--- config.mk ---
export PLATFORM = sky130hd
export DESIGN_NAME = scaled_frame_feeder_flat
export DESIGN_NICKNAME = d
export VERILOG_FILES = /design/src/rtl/scaled_frame_feeder_if.sv /design/src/rtl/scaled_frame_feeder.sv /design/src/flat_wrapper.sv
export SDC_FILE = /design/constraint.sdc
export NUM_CORES = 1
export LEC_CHECK = 0
export ABC_AREA = 1
export ABC_CLOCK_PERIOD_IN_PS = 2800
export CELL_PAD_IN_SITES_DETAIL_PLACEMENT = 0
export CELL_PAD_IN_SITES_GLOBAL_PLACEMENT = 2
export CORE_ASPECT_RATIO = 0.8
export CORE_UTILIZATION = 29
export DETAILED_ROUTE_END_ITERATION = 8
export GPL_TIMING_DRIVEN = 0
export MAX_ROUTING_LAYER = met4
export PLACE_DENSITY = 0.82
export SYNTH_ARGS = -nofsm -noshare
export SYNTH_HDL_FRONTEND = slang
export SYNTH_SLANG_ARGS = --single-unit
--- constraint.sdc ---
create_clock -name clk -period 2.8 [get_ports clk]
set_input_delay 0.56 -clock clk [delete_from_list [all_inputs] [get_ports clk]]
set_output_delay 0.56 -clock clk [all_outputs]
set_load 0.03 [all_outputs]
--- src/rtl/scaled_frame_feeder_if.sv ---
// Bundle between the frame feeder, its pixel memory and the VGA pixel FIFO write port.
// master = feeder side, slave = memory/FIFO side.
interface scaled_frame_feeder_if #(
    parameter int DATA_W = 24,
    parameter int ADDR_W = 13
);
    logic              en;
    logic              full;
    logic [DATA_W-1:0] data_in;
    logic              tpg_sel;
    logic [ADDR_W-1:0] mem_addr;
    logic              write_en;
    logic [DATA_W-1:0] data_out;
    logic              sof;
    logic              eol;
    logic [15:0]       frame_cnt;
    logic              busy;

    modport master (
        input  en, full, data_in, tpg_sel,
        output mem_addr, write_en, data_out, sof, eol, frame_cnt, busy
    );

    modport slave (
        output en, full, data_in, tpg_sel,
        input  mem_addr, write_en, data_out, sof, eol, frame_cnt, busy
    );
endinterface

--- src/rtl/scaled_frame_feeder.sv ---
// Pixel-replicating frame fetcher into the VGA FIFO; DISPLAY_TPG_EN adds a colour-bar generator.
// Latency: write_en/data_out follow each mem_addr issue by exactly RD_LAT cycles.
// Backpressure: full stalls new issues and counters; fetches already in flight always retire.
module scaled_frame_feeder #(
    parameter int DATA_W      = 24,
    parameter int ADDR_W      = 13,
    parameter int SRC_W       = 80,
    parameter int SRC_H       = 60,
    parameter int H_SCALE     = 8,
    parameter int V_SCALE     = 8,
    parameter int RD_LAT      = 1,
    parameter int STARTUP_CYC = 65535
) (
    input  logic                  clk,
    input  logic                  rst,
    scaled_frame_feeder_if.master bus
);
    localparam int HW = (H_SCALE > 1) ? $clog2(H_SCALE) : 1;
    localparam int XW = (SRC_W > 1) ? $clog2(SRC_W) : 1;
    localparam int VW = (V_SCALE > 1) ? $clog2(V_SCALE) : 1;
    localparam int YW = (SRC_H > 1) ? $clog2(SRC_H) : 1;
    localparam int SW = (STARTUP_CYC > 1) ? $clog2(STARTUP_CYC) : 1;

    typedef enum logic [1:0] {S_WAIT, S_RUN, S_HALT} state_t;

    state_t state, state_nxt;
    logic [SW-1:0]     start_cnt;
    logic [HW-1:0]     h_rep, h_nxt;
    logic [XW-1:0]     x_pos, x_nxt;
    logic [VW-1:0]     v_rep, v_nxt;
    logic [YW-1:0]     y_pos, y_nxt;
    logic [ADDR_W-1:0] line_base, base_nxt, mem_addr_q;
    logic [15:0]       frame_q, frame_nxt;
    logic              issue, busy_c, startup_done;
    logic              h_last, x_last, v_last, y_last, frame_last, at_origin;
    logic [RD_LAT-1:0] vld_pipe, sof_pipe, eol_pipe;

    assign startup_done = (start_cnt == SW'(STARTUP_CYC - 1));
    assign h_last     = (h_rep == HW'(H_SCALE - 1));
    assign x_last     = (x_pos == XW'(SRC_W - 1));
    assign v_last     = (v_rep == VW'(V_SCALE - 1));
    assign y_last     = (y_pos == YW'(SRC_H - 1));
    assign frame_last = h_last && x_last && v_last && y_last;
    assign at_origin  = (h_rep == '0) && (x_pos == '0) && (v_rep == '0) && (y_pos == '0);

    always_ff @(posedge clk or posedge rst) begin
        if (rst) state <= S_WAIT;
        else     state <= state_nxt;
    end

    // en is only consulted at frame boundaries, so dropping it always finishes the frame
    always_comb begin
        state_nxt = state;
        case (state)
            S_WAIT:  if (startup_done) state_nxt = bus.en ? S_RUN : S_HALT;
            S_RUN:   if (issue && frame_last && !bus.en) state_nxt = S_HALT;
            S_HALT:  if (bus.en) state_nxt = S_RUN;
            default: state_nxt = S_WAIT;
        endcase
    end

    always_comb begin
        busy_c = (state == S_RUN);
        issue  = busy_c && !bus.full;
    end

    always_ff @(posedge clk or posedge rst) begin
        if (rst)                              start_cnt <= '0;
        else if (state == S_WAIT && !startup_done) start_cnt <= start_cnt + SW'(1);
    end

    always_comb begin
        h_nxt     = h_rep;
        x_nxt     = x_pos;
        v_nxt     = v_rep;
        y_nxt     = y_pos;
        base_nxt  = line_base;
        frame_nxt = frame_q;
        if (issue) begin
            h_nxt = h_last ? '0 : h_rep + HW'(1);
            if (h_last) begin
                x_nxt = x_last ? '0 : x_pos + XW'(1);
                if (x_last) begin
                    v_nxt = v_last ? '0 : v_rep + VW'(1);
                    if (v_last) begin
                        if (y_last) begin
                            y_nxt     = '0;
                            base_nxt  = '0;
                            frame_nxt = frame_q + 16'd1;
                        end else begin
                            y_nxt    = y_pos + YW'(1);
                            base_nxt = line_base + ADDR_W'(SRC_W);
                        end
                    end
                end
            end
        end
    end

    // mem_addr always shows the pending pixel's address; it counts as issued only when full=0
    always_ff @(posedge clk or posedge rst) begin
        if (rst) begin
            h_rep      <= '0;
            x_pos      <= '0;
            v_rep      <= '0;
            y_pos      <= '0;
            line_base  <= '0;
            frame_q    <= '0;
            mem_addr_q <= '0;
        end else begin
            h_rep      <= h_nxt;
            x_pos      <= x_nxt;
            v_rep      <= v_nxt;
            y_pos      <= y_nxt;
            line_base  <= base_nxt;
            frame_q    <= frame_nxt;
            mem_addr_q <= base_nxt + ADDR_W'(x_nxt);
        end
    end

    always_ff @(posedge clk or posedge rst) begin
        if (rst) begin
            vld_pipe <= '0;
            sof_pipe <= '0;
            eol_pipe <= '0;
        end else begin
            vld_pipe[0] <= issue;
            sof_pipe[0] <= issue && at_origin;
            eol_pipe[0] <= issue && h_last && x_last;
            for (int i = 1; i < RD_LAT; i++) begin
                vld_pipe[i] <= vld_pipe[i-1];
                sof_pipe[i] <= sof_pipe[i-1];
                eol_pipe[i] <= eol_pipe[i-1];
            end
        end
    end

    assign bus.mem_addr  = mem_addr_q;
    assign bus.write_en  = vld_pipe[RD_LAT-1];
    assign bus.sof       = sof_pipe[RD_LAT-1];
    assign bus.eol       = eol_pipe[RD_LAT-1];
    assign bus.frame_cnt = frame_q;
    assign bus.busy      = busy_c;

`ifdef DISPLAY_TPG_EN
    localparam int CH    = DATA_W / 3;
    localparam int OUT_W = SRC_W * H_SCALE;

    logic [2:0]        bar_now;
    logic [2:0]        bar_pipe [RD_LAT];
    logic [RD_LAT-1:0] tpg_pipe;

    // Bars ordered white..black map to inverted {G,R,B} index bits
    function automatic logic [DATA_W-1:0] bar_colour(input logic [2:0] b);
        logic [DATA_W-1:0] c;
        c = '0;
        for (int i = 0; i < CH; i++) begin
            c[DATA_W-1-i]        = ~b[1];
            c[DATA_W-1-CH-i]     = ~b[2];
            c[DATA_W-1-2*CH-i]   = ~b[0];
        end
        return c;
    endfunction

    assign bar_now = 3'(((int'(x_pos) * H_SCALE + int'(h_rep)) * 8) / OUT_W);

    always_ff @(posedge clk or posedge rst) begin
        if (rst) begin
            tpg_pipe <= '0;
            for (int i = 0; i < RD_LAT; i++) bar_pipe[i] <= '0;
        end else begin
            tpg_pipe[0] <= bus.tpg_sel;
            bar_pipe[0] <= bar_now;
            for (int i = 1; i < RD_LAT; i++) begin
                tpg_pipe[i] <= tpg_pipe[i-1];
                bar_pipe[i] <= bar_pipe[i-1];
            end
        end
    end

    assign bus.data_out = !vld_pipe[RD_LAT-1] ? '0 :
                          tpg_pipe[RD_LAT-1]  ? bar_colour(bar_pipe[RD_LAT-1]) : bus.data_in;
`else
    logic unused_tpg;
    assign unused_tpg   = bus.tpg_sel;
    assign bus.data_out = vld_pipe[RD_LAT-1] ? bus.data_in : '0;
`endif
endmodule
--- src/flat_wrapper.sv ---
// flat-port wrapper written by rule: the top's interface ports become plain ports
module scaled_frame_feeder_flat 
#(
    parameter int DATA_W      = 24,
    parameter int ADDR_W      = 13,
    parameter int SRC_W       = 80,
    parameter int SRC_H       = 60,
    parameter int H_SCALE     = 8,
    parameter int V_SCALE     = 8,
    parameter int RD_LAT      = 1,
    parameter int STARTUP_CYC = 65535
)
  (clk, rst, bus_en, bus_full, bus_data_in, bus_tpg_sel, bus_mem_addr, bus_write_en, bus_data_out, bus_sof, bus_eol, bus_frame_cnt, bus_busy);
  scaled_frame_feeder_if #(.DATA_W(DATA_W), .ADDR_W(ADDR_W)) bus_i ();
  input  logic clk;
  input  logic rst;
  input wire logic [$bits(bus_i.en)-1:0] bus_en;
  input wire logic [$bits(bus_i.full)-1:0] bus_full;
  input wire logic [$bits(bus_i.data_in)-1:0] bus_data_in;
  input wire logic [$bits(bus_i.tpg_sel)-1:0] bus_tpg_sel;
  output wire logic [$bits(bus_i.mem_addr)-1:0] bus_mem_addr;
  output wire logic [$bits(bus_i.write_en)-1:0] bus_write_en;
  output wire logic [$bits(bus_i.data_out)-1:0] bus_data_out;
  output wire logic [$bits(bus_i.sof)-1:0] bus_sof;
  output wire logic [$bits(bus_i.eol)-1:0] bus_eol;
  output wire logic [$bits(bus_i.frame_cnt)-1:0] bus_frame_cnt;
  output wire logic [$bits(bus_i.busy)-1:0] bus_busy;
  assign bus_i.en = bus_en;
  assign bus_i.full = bus_full;
  assign bus_i.data_in = bus_data_in;
  assign bus_i.tpg_sel = bus_tpg_sel;
  assign bus_mem_addr = bus_i.mem_addr;
  assign bus_write_en = bus_i.write_en;
  assign bus_data_out = bus_i.data_out;
  assign bus_sof = bus_i.sof;
  assign bus_eol = bus_i.eol;
  assign bus_frame_cnt = bus_i.frame_cnt;
  assign bus_busy = bus_i.busy;
  scaled_frame_feeder #(.DATA_W(DATA_W), .ADDR_W(ADDR_W), .SRC_W(SRC_W), .SRC_H(SRC_H), .H_SCALE(H_SCALE), .V_SCALE(V_SCALE), .RD_LAT(RD_LAT), .STARTUP_CYC(STARTUP_CYC)) u_core (.clk(clk), .rst(rst), .bus(bus_i));
endmodule
==> qor.txt, run 1 <==
Worst EP arrival - 2.94 ns
Min Tclk post-route - 2.71 ns
FILL cells - 1524
Count of pins over their slew limit - 0
First-pass DRT Iterations - 5
PortBufs - 84
Final nets - 687
FP Rows - 40
Status - finished clean
Crit path launch type - register
Synthesized cell area - 4570 µm²
Mapped Nets - 564
Yosys reg bits - 82
Critical path's top delay family - simple AND/OR/NAND/NOR gates
Power after layout - 2520 µW
Synth cell types - 43
Syn Inst Count - 513
CP cell instances - ha_2 -> ha_4 -> inv_6 -> nor2_8 -> buf_8 -> and3_4 -> a21oi_2 -> nand3b_1 -> inv_2 -> ha_4 -> nand2_2 -> inv_2 -> nand2_2 -> nand3_2 -> nand2_2 -> nand2_2 -> nand3_4 -> nor2_4 -> nand2_2 -> xor2_1
Largest net degree at the start of global routing - 45
Slowest CP cell - dfrtp_1
Max Cap Viol - 0
Worst clock skew - 0.00764 ns
Final TNS setup - 0 ns
Synth Warn # - 0
GR Overflow Total - 0
Pre-CTS setup slack - -0.812 ns
GPL Wtd Cong - 0.768
R2R Path Start - u_core.h_rep[0]
Final Setup Violations - 0
Die Footprint - 16300 µm²
I/O pin cnt - 86
Area contributors post-synth - dfrtp_1, nand2_1, inv_1
Hold crit path type - reg -> reg
Final hold vios - 0
Clk buf depth - 2
First DRT Iteration DRCs - 156
Worst skew pair latency - 0.34 ns
Worst-path fanout max - 8
Main synth FF type - dfrtp_1
CP Launch Point - u_core.h_rep[0]
Htree depth - 3
Register clock-pin slew on the reported worst setup and hold paths - 0.06 ns
Fin crit share - 96.9%
Global Route Usage Sum - 13.7%
DRT antenna net count - 0
First-pass GRT wire length - 16800 µm
Fmax - 368 MHz
Drt total wl - 10300 µm
Relative slew margins - 62.5%
CP required - 3.03 ns
Area of the multi-input gates - 2340 µm²
Async SR Flop Fraction - 100%
Fraction of layout cells with a size suffix above 1 - 20.8%
CP dominant cell by count - nand2_2
Initial antenna violation count - 0
Die H - 114 µm
Post-synth top area cell - dfrtp_1
PD cells - 392 nW/µm²
Vias in the first global route - 3644
Cts hold-fix bufs - 0
RSZ-0062 raised after global routing - true
Buf+Inv Stages, Crit Path - 4
Cells after DPL - 808
DP HPWL - 7440 µm
DR WL/cell - 12.1 µm
Via count - 3698
Ant diodes - 0
Leakage - 0.00323 µW
Core ar. - 15200 µm²
WS Path Type - reg -> reg
FF+latch area - 2050 µm²
Cell chosen for the clock root - clkbuf_16
DR vias/cell - 4.35
Initial cell density of the core - 30.0%
Avg Inst Size Synth - 8.91 µm²
Crit path largest cell delay - 0.39 ns
TritonCTS buffer count - 9
Drt drc - 0
Worst setup EP type - register
CTS tree - built
Final cell count without fillers - 850
Worst slew pin tran - 0.559 ns
Worst Hold Launch - u_core.start_cnt[15]
Sequential area share after synthesis - 44.9%
Yosys top cell area share - 44.9%
Final setup margin - 0.0858 ns
Area Overhead vs Synth - 41.0%
VDD IR max - 0.352 mV
Die Width - 142 µm
Number of synthesized flops with an enable pin - 0
Sink Count - 82
[logic make-up after synthesis]
kind of cell	count (synthesis)	synth area share, %
and+or+nand+nor	230	27.8
muxes	2	0.465
DFF	82	44.9
AOI/OAI and AO/OA	44	4.98
buffers and inverters	95	8.27
xor gates and xnor gates	38	7.45
adders and majority gates	22	6.19
[cell type report]
class,count,share of cell area [%]
timing repair buffer,112,16.8
sequential,82,31.9
multi-input combinational,336,36.3
clock inverter,5,1.24
inverter,89,5.34
clock buffer,10,3.55
buffer,6,0.835
tap,210,4.08
[worst paths after layout]
path | endpoint | slack [ns] | cells past startpoint
worst max-delay path | u_core.bus.mem_addr[10] | 0.09 | 20
worst min-delay path | u_core.start_cnt[15] | 0.47 | 1
worst max register to register | u_core.bus.mem_addr[10] | 0.09 | 20
worst min register to register | u_core.start_cnt[15] | 0.47 | 1
max in group asynchronous | u_core.v_rep[1] | 1.58 | 3
min in group asynchronous | u_core.bus.frame_cnt[8] | 0.61 | 2
[power breakdown]
part | internal [µW] | switching [µW] | leakage, µW
registers | 1190 | 1.96 | 0.000966
logic | 42.8 | 38.7 | 0.00212
clock network | 775 | 478 | 0.000145
[timing repair]
action,in CTS,in global routing
setup endpoints to repair,7,7
setup buffers,17,10
endpoints found under the hold margin,0,0
gates resized for setup,26,31
pin swaps,17,22
[per-stage QoR]
| step | cell area, µm² | util (%) | hold WS [ns] |
|---|---|---|---|
| 4_1_cts | 6250 | 41.1 | 0.472 |
| 3_3_place_gp | 5680 | 37.3 | 0.458 |
| 3_5_place_dp | 5710 | 37.5 | 0.465 |
| 5_1_grt | 6440 | 42.4 | 0.509 |
| 2_1_floorplan | 4570 | - | 0.442 |
| 6_report | 6440 | 42.4 | 0.473 |
[sequential cells by signal, summed over array words and instances, names as in the netlist, 2 cells and up]
| register | cells |
|---|---|
| u_core.h_rep | 3 |
| u_core.line_base | 13 |
| u_core.x_pos | 7 |
| u_core.y_pos | 6 |
| u_core.bus.mem_addr | 13 |
| u_core.state | 2 |
| u_core.start_cnt | 16 |
| u_core.bus.frame_cnt | 16 |
| u_core.v_rep | 3 |
[placed cells by master, fill, tap and decap left out, types with 13 or more instances in the layout]
master and instances:
nand2_1 85, clkdlybuf4s50_1 83, inv_1 82, dfrtp_1 81
nor2_1 33, buf_4 26, xor2_1 25, nand3_1 22
a21oi_1 16, o21ai_0 16, nand2_2 14, nand4_1 13
ha_1 13
[per-layer routing]
layer  part of all wire [%]  GRT usage (%)  vias up
met5                      0              -        -
met4                   0.29           4.09        0
met3                    4.9           4.18        2
met2                     47           21.6       74
met1                     48           16.8     1754
li1                       -              -     1868
[synth_stat cells (7+ instances only)]
| cell type | instances |
|---|---|
| nor2_4 | 7 |
| xnor2_1 | 11 |
| nor2_1 | 35 |
| dfrtp_1 | 82 |
| inv_1 | 88 |
| ha_1 | 21 |
| nor3_1 | 15 |
| nand4_1 | 13 |
| a21oi_1 | 19 |
| xor2_1 | 26 |
| o21ai_0 | 20 |
| nand3_1 | 25 |
| nand2_1 | 93 |
Note: power is estimated with default switching activity, not from simulation.
==> run 2: changes to the inputs <==
--- a/config.mk
+++ b/config.mk
@@ -6,11 +6,11 @@
 export NUM_CORES = 1
 export LEC_CHECK = 0
 export ABC_AREA = 1
-export ABC_CLOCK_PERIOD_IN_PS = 2800
 export CELL_PAD_IN_SITES_DETAIL_PLACEMENT = 0
 export CELL_PAD_IN_SITES_GLOBAL_PLACEMENT = 2
 export CORE_ASPECT_RATIO = 0.8
 export CORE_UTILIZATION = 29
+export CTS_CLUSTER_SIZE = 24
 export DETAILED_ROUTE_END_ITERATION = 8
 export GPL_TIMING_DRIVEN = 0
 export MAX_ROUTING_LAYER = met4
==> results of run 2 <==
The final DEF is identical to that of run 1; final timing and power are the same.
==> edit 1: new RTL, settings of run 1 <==
Take the reset off `mem_addr_q` and load it in a clocked block of its own.
--- a/src/rtl/scaled_frame_feeder.sv
+++ b/src/rtl/scaled_frame_feeder.sv
@@ -106,7 +106,6 @@
             y_pos      <= '0;
             line_base  <= '0;
             frame_q    <= '0;
-            mem_addr_q <= '0;
         end else begin
             h_rep      <= h_nxt;
             x_pos      <= x_nxt;
@@ -114,8 +113,11 @@
             y_pos      <= y_nxt;
             line_base  <= base_nxt;
             frame_q    <= frame_nxt;
-            mem_addr_q <= base_nxt + ADDR_W'(x_nxt);
         end
+    end
+
+    always_ff @(posedge clk) begin
+        mem_addr_q <= base_nxt + ADDR_W'(x_nxt);
     end
 
     always_ff @(posedge clk or posedge rst) begin
Behaviour: no difference found for any inputs over 10 cycles, from zero or initial values and one cycle with rst high; that may be too few to reach the edited logic, so the function may still have changed.
==> edit 1 against run 1 <==
- the flow now finishes with violations (negative setup slack)
- routed wire length increased by 3.8%
- via count increased by 3.4%
- total power decreased by 2.6%
- final area decreased by 2.7%
- synthesized cell count increased by 7.0%
- global-route usage increased by 0.89 points
- hold slack improved by 0.0027 ns
- count of clock-buffer cells in the layout unchanged
- core utilization decreased by 0.75 points
- worst setup slack got worse by 0.14 ns
- sequential cell count unchanged
- area after synthesis decreased by 2.1%
==> edit 1: results (changes against run 1) <==
Final layout
  – Share of cells above drive strength 1: 15.11% (was 20.78%)
  – Fillers: 1521 (was 1524)
  – Final Net Count: 721 (was 687)

Placement
  – HPWL after detailed placement: 7613 µm (was 7436 µm)
  – Placed cells: 843 (was 808)
  – Routability congestion estimate: 0.7765 (was 0.7680)

Drt
  – Vias per std cell: 4.319 (was 4.351)
  – Initial drt markers: 139 (was 156)
  – Wire per inst: 12.08 µm (was 12.11 µm)
  – Final wirelength: 10690 µm (was 10300 µm)
  – DRT Pass-1 Iters: 4 (was 5)

Clocking
  – Clk root buf: clkbuf_16 (unchanged)

Timing
  – Setup ws final: -0.05357 ns (was 0.08581 ns)
  – Setup total negative slack: -0.07801 ns (was 0 ns)
  – Setup Viol. Count Final: 2 (was 0)
  – Clock Skew: 0.006578 ns (was 0.007640 ns)
  – Worst slew pin tran: 0.8589 ns (was 0.5592 ns)
  – Min Hold Slack: 0.4752 ns (was 0.4725 ns)

Synthesis
  – Ys async rst share: 84.15% (was 100.0%)
  – Most common library cells after synthesis: 123 x nand2_1, 92 x inv_1, 69 x dfrtp_1, 47 x nor2_1, 32 x nand3_1 (was 93 x nand2_1, 88 x inv_1, 82 x dfrtp_1, 35 x nor2_1, 26 x xor2_1)
  – Synth unique cells: 38 (was 43)
  – Area contributors post-synth: dfrtp_1 39%, nand2_1 10%, inv_1 7.7% (was dfrtp_1 45%, nand2_1 7.6%, inv_1 7.2%)
  – Syn_area_per_cell: 8.148 µm² (was 8.910 µm²)
  – Register area share after synthesis: 44.42% (was 44.89%)

Worst setup path
  – WP data arrival: 3.09 ns (was 2.94 ns)
  – Largest fanout on the critical path: 3 (was 8)
  – Reg2Reg Depth: 21 (was 20)

Power
  – Worst VDD drop: 0.2973 mV (was 0.3520 mV)
  – Static Leak: 0.003018 µW (was 0.003233 µW)

Global routing
  – All-Layer GR Usage: 14.55% (was 13.66%)
  – Initial antenna violation count: 0 (unchanged)
  – Vias in the first global route: 3671 (was 3644)
  – Largest net degree at the start of global routing: 70 (was 45)
  – First-pass GRT wire length: 17630 µm (was 16770 µm)

Outcome
  – Failing checks: negative setup slack
  – Status: finished with violations (was finished, final reports clean)

Hold path
  – Hold crit path type: flip-flop to flip-flop (unchanged)
  – Hold_sp: u_core.bus.frame_cnt[15] (was u_core.start_cnt[15])
  – Hold Crit Endpoint: u_core.bus.frame_cnt[15] (was u_core.start_cnt[15])
==> edit 1: how the worst max path moves through the flow <==
stage | start | end | cells past startpoint | slack (ns)
6_report | bus_full | u_core.bus.mem_addr[10] | 21 | -0.05
4_1_cts | u_core.h_rep[1] | u_core.bus.mem_addr[10] | 22 | -0.08
3_3_place_gp | bus_full | u_core.bus.mem_addr[12] | 20 | -0.84
3_5_place_dp | bus_full | u_core.bus.mem_addr[12] | 20 | -0.87
5_1_grt | u_core.h_rep[0] | u_core.bus.mem_addr[10] | 21 | -0.26
2_1_floorplan | u_core.v_rep[0] | u_core.bus.mem_addr[12] | 20 | 0.005
==> edit 1: what timing repair did <==
action / CTS / global route
cloned: 0 / 0
setup endpoints to repair: 7 / 9
hold buffers: 0 / 0
resized for setup: 24 / 17
pin swaps: 6 / 13
buffers inserted: 21 / 7
==> edit 1: worst max-delay path, stage by stage <==
cell and delay (ns):
clkdlybuf4s50_1 0.47, inv_2 0.05, nand4_4 0.11, nor2_4 0.05, nand2_4 0.09, clkinvlp_4 0.14
nor2_4 0.15, ha_4 0.16, inv_4 0.04, fa_2 0.37, nand3b_1 0.16, nand2_1 0.09
nand2_1 0.08, nand2_2 0.10, a21oi_4 0.07, inv_1 0.06, nand2_1 0.05, nor2_2 0.12
nand2_1 0.06, nand2_1 0.05, nand2_1 0.05
==> edit 1: cell type report <==
class,instances,area [µm²],share of cell area [%]
inverters,95,371.6,5.928
well taps,210,262.8,4.192
plain buffers,5,35.03,0.5589
clock buffers,10,239.0,3.812
multi-input cells,366,2266,36.15
repair buffers,111,1044,16.65
flip-flops and latches,82,1987,31.70
clock inverters,6,63.81,1.018
==> edit 1: metrics by stage <==
step | cell area, µm² | utilization, %
final | 6269 | 41.61
after global routing | 6269 | 41.61
after CTS | 6157 | 40.87
after detailed placement | 5623 | 37.33
after global placement | 5620 | 37.31
after floorplan | 4517 | -
==> edit 1: cells by family (layout without fill, tap and decap cells) <==
family	count (synthesis)	count (layout)	synth area share (%)
compound gates	48	48	5.706
buf+inv	101	227	8.867
mux	1	1	0.2517
xor+xnor	38	38	7.441
fa+ha+maj	22	22	6.322
simple gates	257	257	26.99
flops	82	82	44.42
==> edit 1: routing by layer <==
| metal | routed length [µm] | GRT usage (%) | vias up |
|---|---|---|---|
| met5 | 0 | - | - |
| met4 | 115 | 4.130 | 0 |
| met3 | 585 | 4.613 | 8 |
| met2 | 4735 | 22.09 | 98 |
| met1 | 5252 | 18.59 | 1748 |
| li1 | - | - | 1968 |
==> edit 1: power breakdown <==
| part | internal [µW] | switching, µW | total, µW |
|---|---|---|---|
| combinational | 33.7 | 26.4 | 60.1 |
| clock | 715 | 501 | 1220 |
| sequential | 1180 | 0 | 1180 |
==> edit 2: new RTL, config.mk and constraints of run 1 <==
Made on the original files. `ADDR_W` is set to 13 in 3 places; all go to 12.
--- a/src/rtl/scaled_frame_feeder_if.sv
+++ b/src/rtl/scaled_frame_feeder_if.sv
@@ -2,7 +2,7 @@
 // master = feeder side, slave = memory/FIFO side.
 interface scaled_frame_feeder_if #(
     parameter int DATA_W = 24,
-    parameter int ADDR_W = 13
+    parameter int ADDR_W = 12
 );
     logic              en;
     logic              full;
--- a/src/rtl/scaled_frame_feeder.sv
+++ b/src/rtl/scaled_frame_feeder.sv
@@ -3,7 +3,7 @@
 // Backpressure: full stalls new issues and counters; fetches already in flight always retire.
 module scaled_frame_feeder #(
     parameter int DATA_W      = 24,
-    parameter int ADDR_W      = 13,
+    parameter int ADDR_W      = 12,
     parameter int SRC_W       = 80,
     parameter int SRC_H       = 60,
     parameter int H_SCALE     = 8,
--- a/src/flat_wrapper.sv
+++ b/src/flat_wrapper.sv
@@ -2,7 +2,7 @@
 module scaled_frame_feeder_flat 
 #(
     parameter int DATA_W      = 24,
-    parameter int ADDR_W      = 13,
+    parameter int ADDR_W      = 12,
     parameter int SRC_W       = 80,
     parameter int SRC_H       = 60,
     parameter int H_SCALE     = 8,
Interface: changed (resized bus_mem_addr); port bits go from 86 to 85. The function was not compared with the original's and may differ.
==> edit 2 against run 1 <==
- sequential cell count down 2
- via count is 7.2% lower
- worst setup slack better by 0.097 ns
- count of clock-buffer cells in the layout rose by 1
- final area shrank 6.2%
- sequential share of layout area is 1.2 points higher
- synthesized cell count decreased by 4.7%
- routed wire length fell by 9.1%
- area after synthesis shrank 7.3%
- non-clock buffer count decreased by 10
- critical path type unchanged
Power is not compared: it rests on default switching activity, and its combinational part moved more than twofold at a synthesized area within 25%.
==> edit 2: results (changes against run 1) <==
Drt
  – DRT Pass-1 Iters: 4 (was 5)
  – M1 WL: 4637 µm (was 4935 µm)
  – Initial drt markers: 155 (was 156)
  – Met3 routed WL: 491 µm (was 503 µm)
  – Final wirelength: 9359 µm (was 10300 µm)
  – Vias: 3433 (was 3698)
  – DR top layer: met4 (unchanged)
  – Wire length on met2: 4106 µm (was 4827 µm)

Global routing
  – All-Layer GR Usage: 13.59% (was 13.66%)
  – First-pass GRT wire length: 15190 µm (was 16770 µm)
  – Largest net degree at the start of global routing: 71 (was 45)
  – Vias in the first global route: 3194 (was 3644)

Synthesis
  – Synth Area in Compound Gates: 5.137% (was 4.982%)
  – Register area share after synthesis: 47.24% (was 44.89%)
  – Synth unique cells: 36 (was 43)
  – Synthesized-area fraction occupied by adder cells: 6.673% (was 6.187%)
  – Synth Net Count: 540 (was 564)
  – Primary FF master, synth: dfrtp_1 (unchanged)
  – Area contributors post-synth: dfrtp_1 47%, nand2_1 8.7%, inv_1 7.0% (was dfrtp_1 45%, nand2_1 7.6%, inv_1 7.2%)
  – Most common library cells after synthesis: 98 x nand2_1, 80 x dfrtp_1, 79 x inv_1, 44 x nor2_1, 33 x nand3_1 (was 93 x nand2_1, 88 x inv_1, 82 x dfrtp_1, 35 x nor2_1, 26 x xor2_1)
  – XOR/XNOR Fraction of Synth Area: 8.060% (was 7.446%)
  – Mux share of post-synthesis cell area: 0.2362% (was 0.4654%)

Placement
  – HPWL after detailed placement: 6650 µm (was 7436 µm)
  – Cell Area, Placed: 5329 µm² (was 5707 µm²)
  – Port bufs: 83 (was 84)
  – Routability congestion estimate: 0.7740 (was 0.7680)

Timing
  – Slew HR: 58.83% (was 62.52%)
  – Clock Skew: 0.006185 ns (was 0.007640 ns)

Worst setup path
  – CP peak stage delay: 0.35 ns (was 0.39 ns)
  – Largest fanout on the critical path: 5 (was 8)
  – WP data arrival: 2.83 ns (was 2.94 ns)
  – Reg2Reg Depth: 14 (was 20)

Hold path
  – Hold crit path type: primary input to async pin (was flip-flop to flip-flop)

Final layout
  – Share of cells above drive strength 1: 14.64% (was 20.78%)
  – P&R area growth vs syn: 42.69% (was 41.01%)
  – Fillers: 1392 (was 1524)
  – Final Net Count: 654 (was 687)

Outcome
  – Status: finished, final reports clean (unchanged)

Clocking
  – Clock latency on the worst-skew pair: 0.34 ns (about the same)
[edit 2: cell type report]
cell class	count	area share, %
clock inverter	5	1.697
inverter	81	5.400
timing repair buffer	104	16.72
sequential	80	33.11
multi-input combinational	323	34.51
clock buffer	11	4.180
tap	184	3.807
buffer	4	0.5794
[edit 2: logic make-up after synthesis]
logic type | Yosys count
buffers and inverters | 86
AO/OA/AOI/OAI | 41
AND/OR/NAND/NOR | 220
multiplexers | 1
flip-flops | 80
adder cells (fa/ha/maj) | 22
XOR/XNOR | 39
[edit 2: power by group]
| group | total, µW | switching [µW] | internal [µW] | leakage, µW |
|---|---|---|---|---|
| combinational | 1110 | 650 | 465 | 0.00179 |
| clock | 1390 | 473 | 918 | 0.000172 |
| sequential | 1420 | 125 | 1300 | 0.000997 |
| total | 3930 | 1250 | 2680 | 0.00296 |
[edit 2: worst paths after layout]
kind	startpoint	to	slack, ns
worst max-delay path	u_core.h_rep[1]	u_core.bus.mem_addr[9]	0.18
worst min-delay path	rst	u_core.bus.sof	0.48
worst max register to register	u_core.h_rep[1]	u_core.bus.mem_addr[9]	0.18
worst min register to register	u_core.start_cnt[15]	u_core.start_cnt[15]	0.48
max in group asynchronous	rst	u_core.line_base[7]	1.76
min in group clk	u_core.start_cnt[15]	u_core.start_cnt[15]	0.48
[edit 2: routing by layer]
layer,global-route usage [%],vias to the layer above
met5,-,-
met4,5.102,0
met3,3.658,11
met2,20.56,70
met1,17.38,1574
li1,-,1778
[edit 2: stage by stage]
step / setup slack (ns) / instances
global placement: -1.152 / 756
floorplan: 0.09494 / 489
global route: -0.003840 / 792
finish: 0.1831 / 792
detailed placement: -0.7794 / 757
CTS: 0.009790 / 778
[edit 2: timing repair]
| item | CTS | global route |
|---|---|---|
| gates resized for setup | 15 | 43 |
| hold buffers | 0 | 0 |
| pin swaps | 5 | 19 |
| buffers inserted | 5 | 15 |
| cloned | 0 | 0 |
| endpoints found under the setup margin | 8 | 5 |
[edit 2: critical path, delay by kind of cell, from the launching register on]
family / cells / cell delay [ns]
compound gates: 4 / 0.64
fa+ha+maj: 3 / 0.59
simple gates: 4 / 0.49
buf+inv: 1 / 0.09
flops: 1 / 0.35
mux: 1 / 0.19
xor+xnor: 1 / 0.14
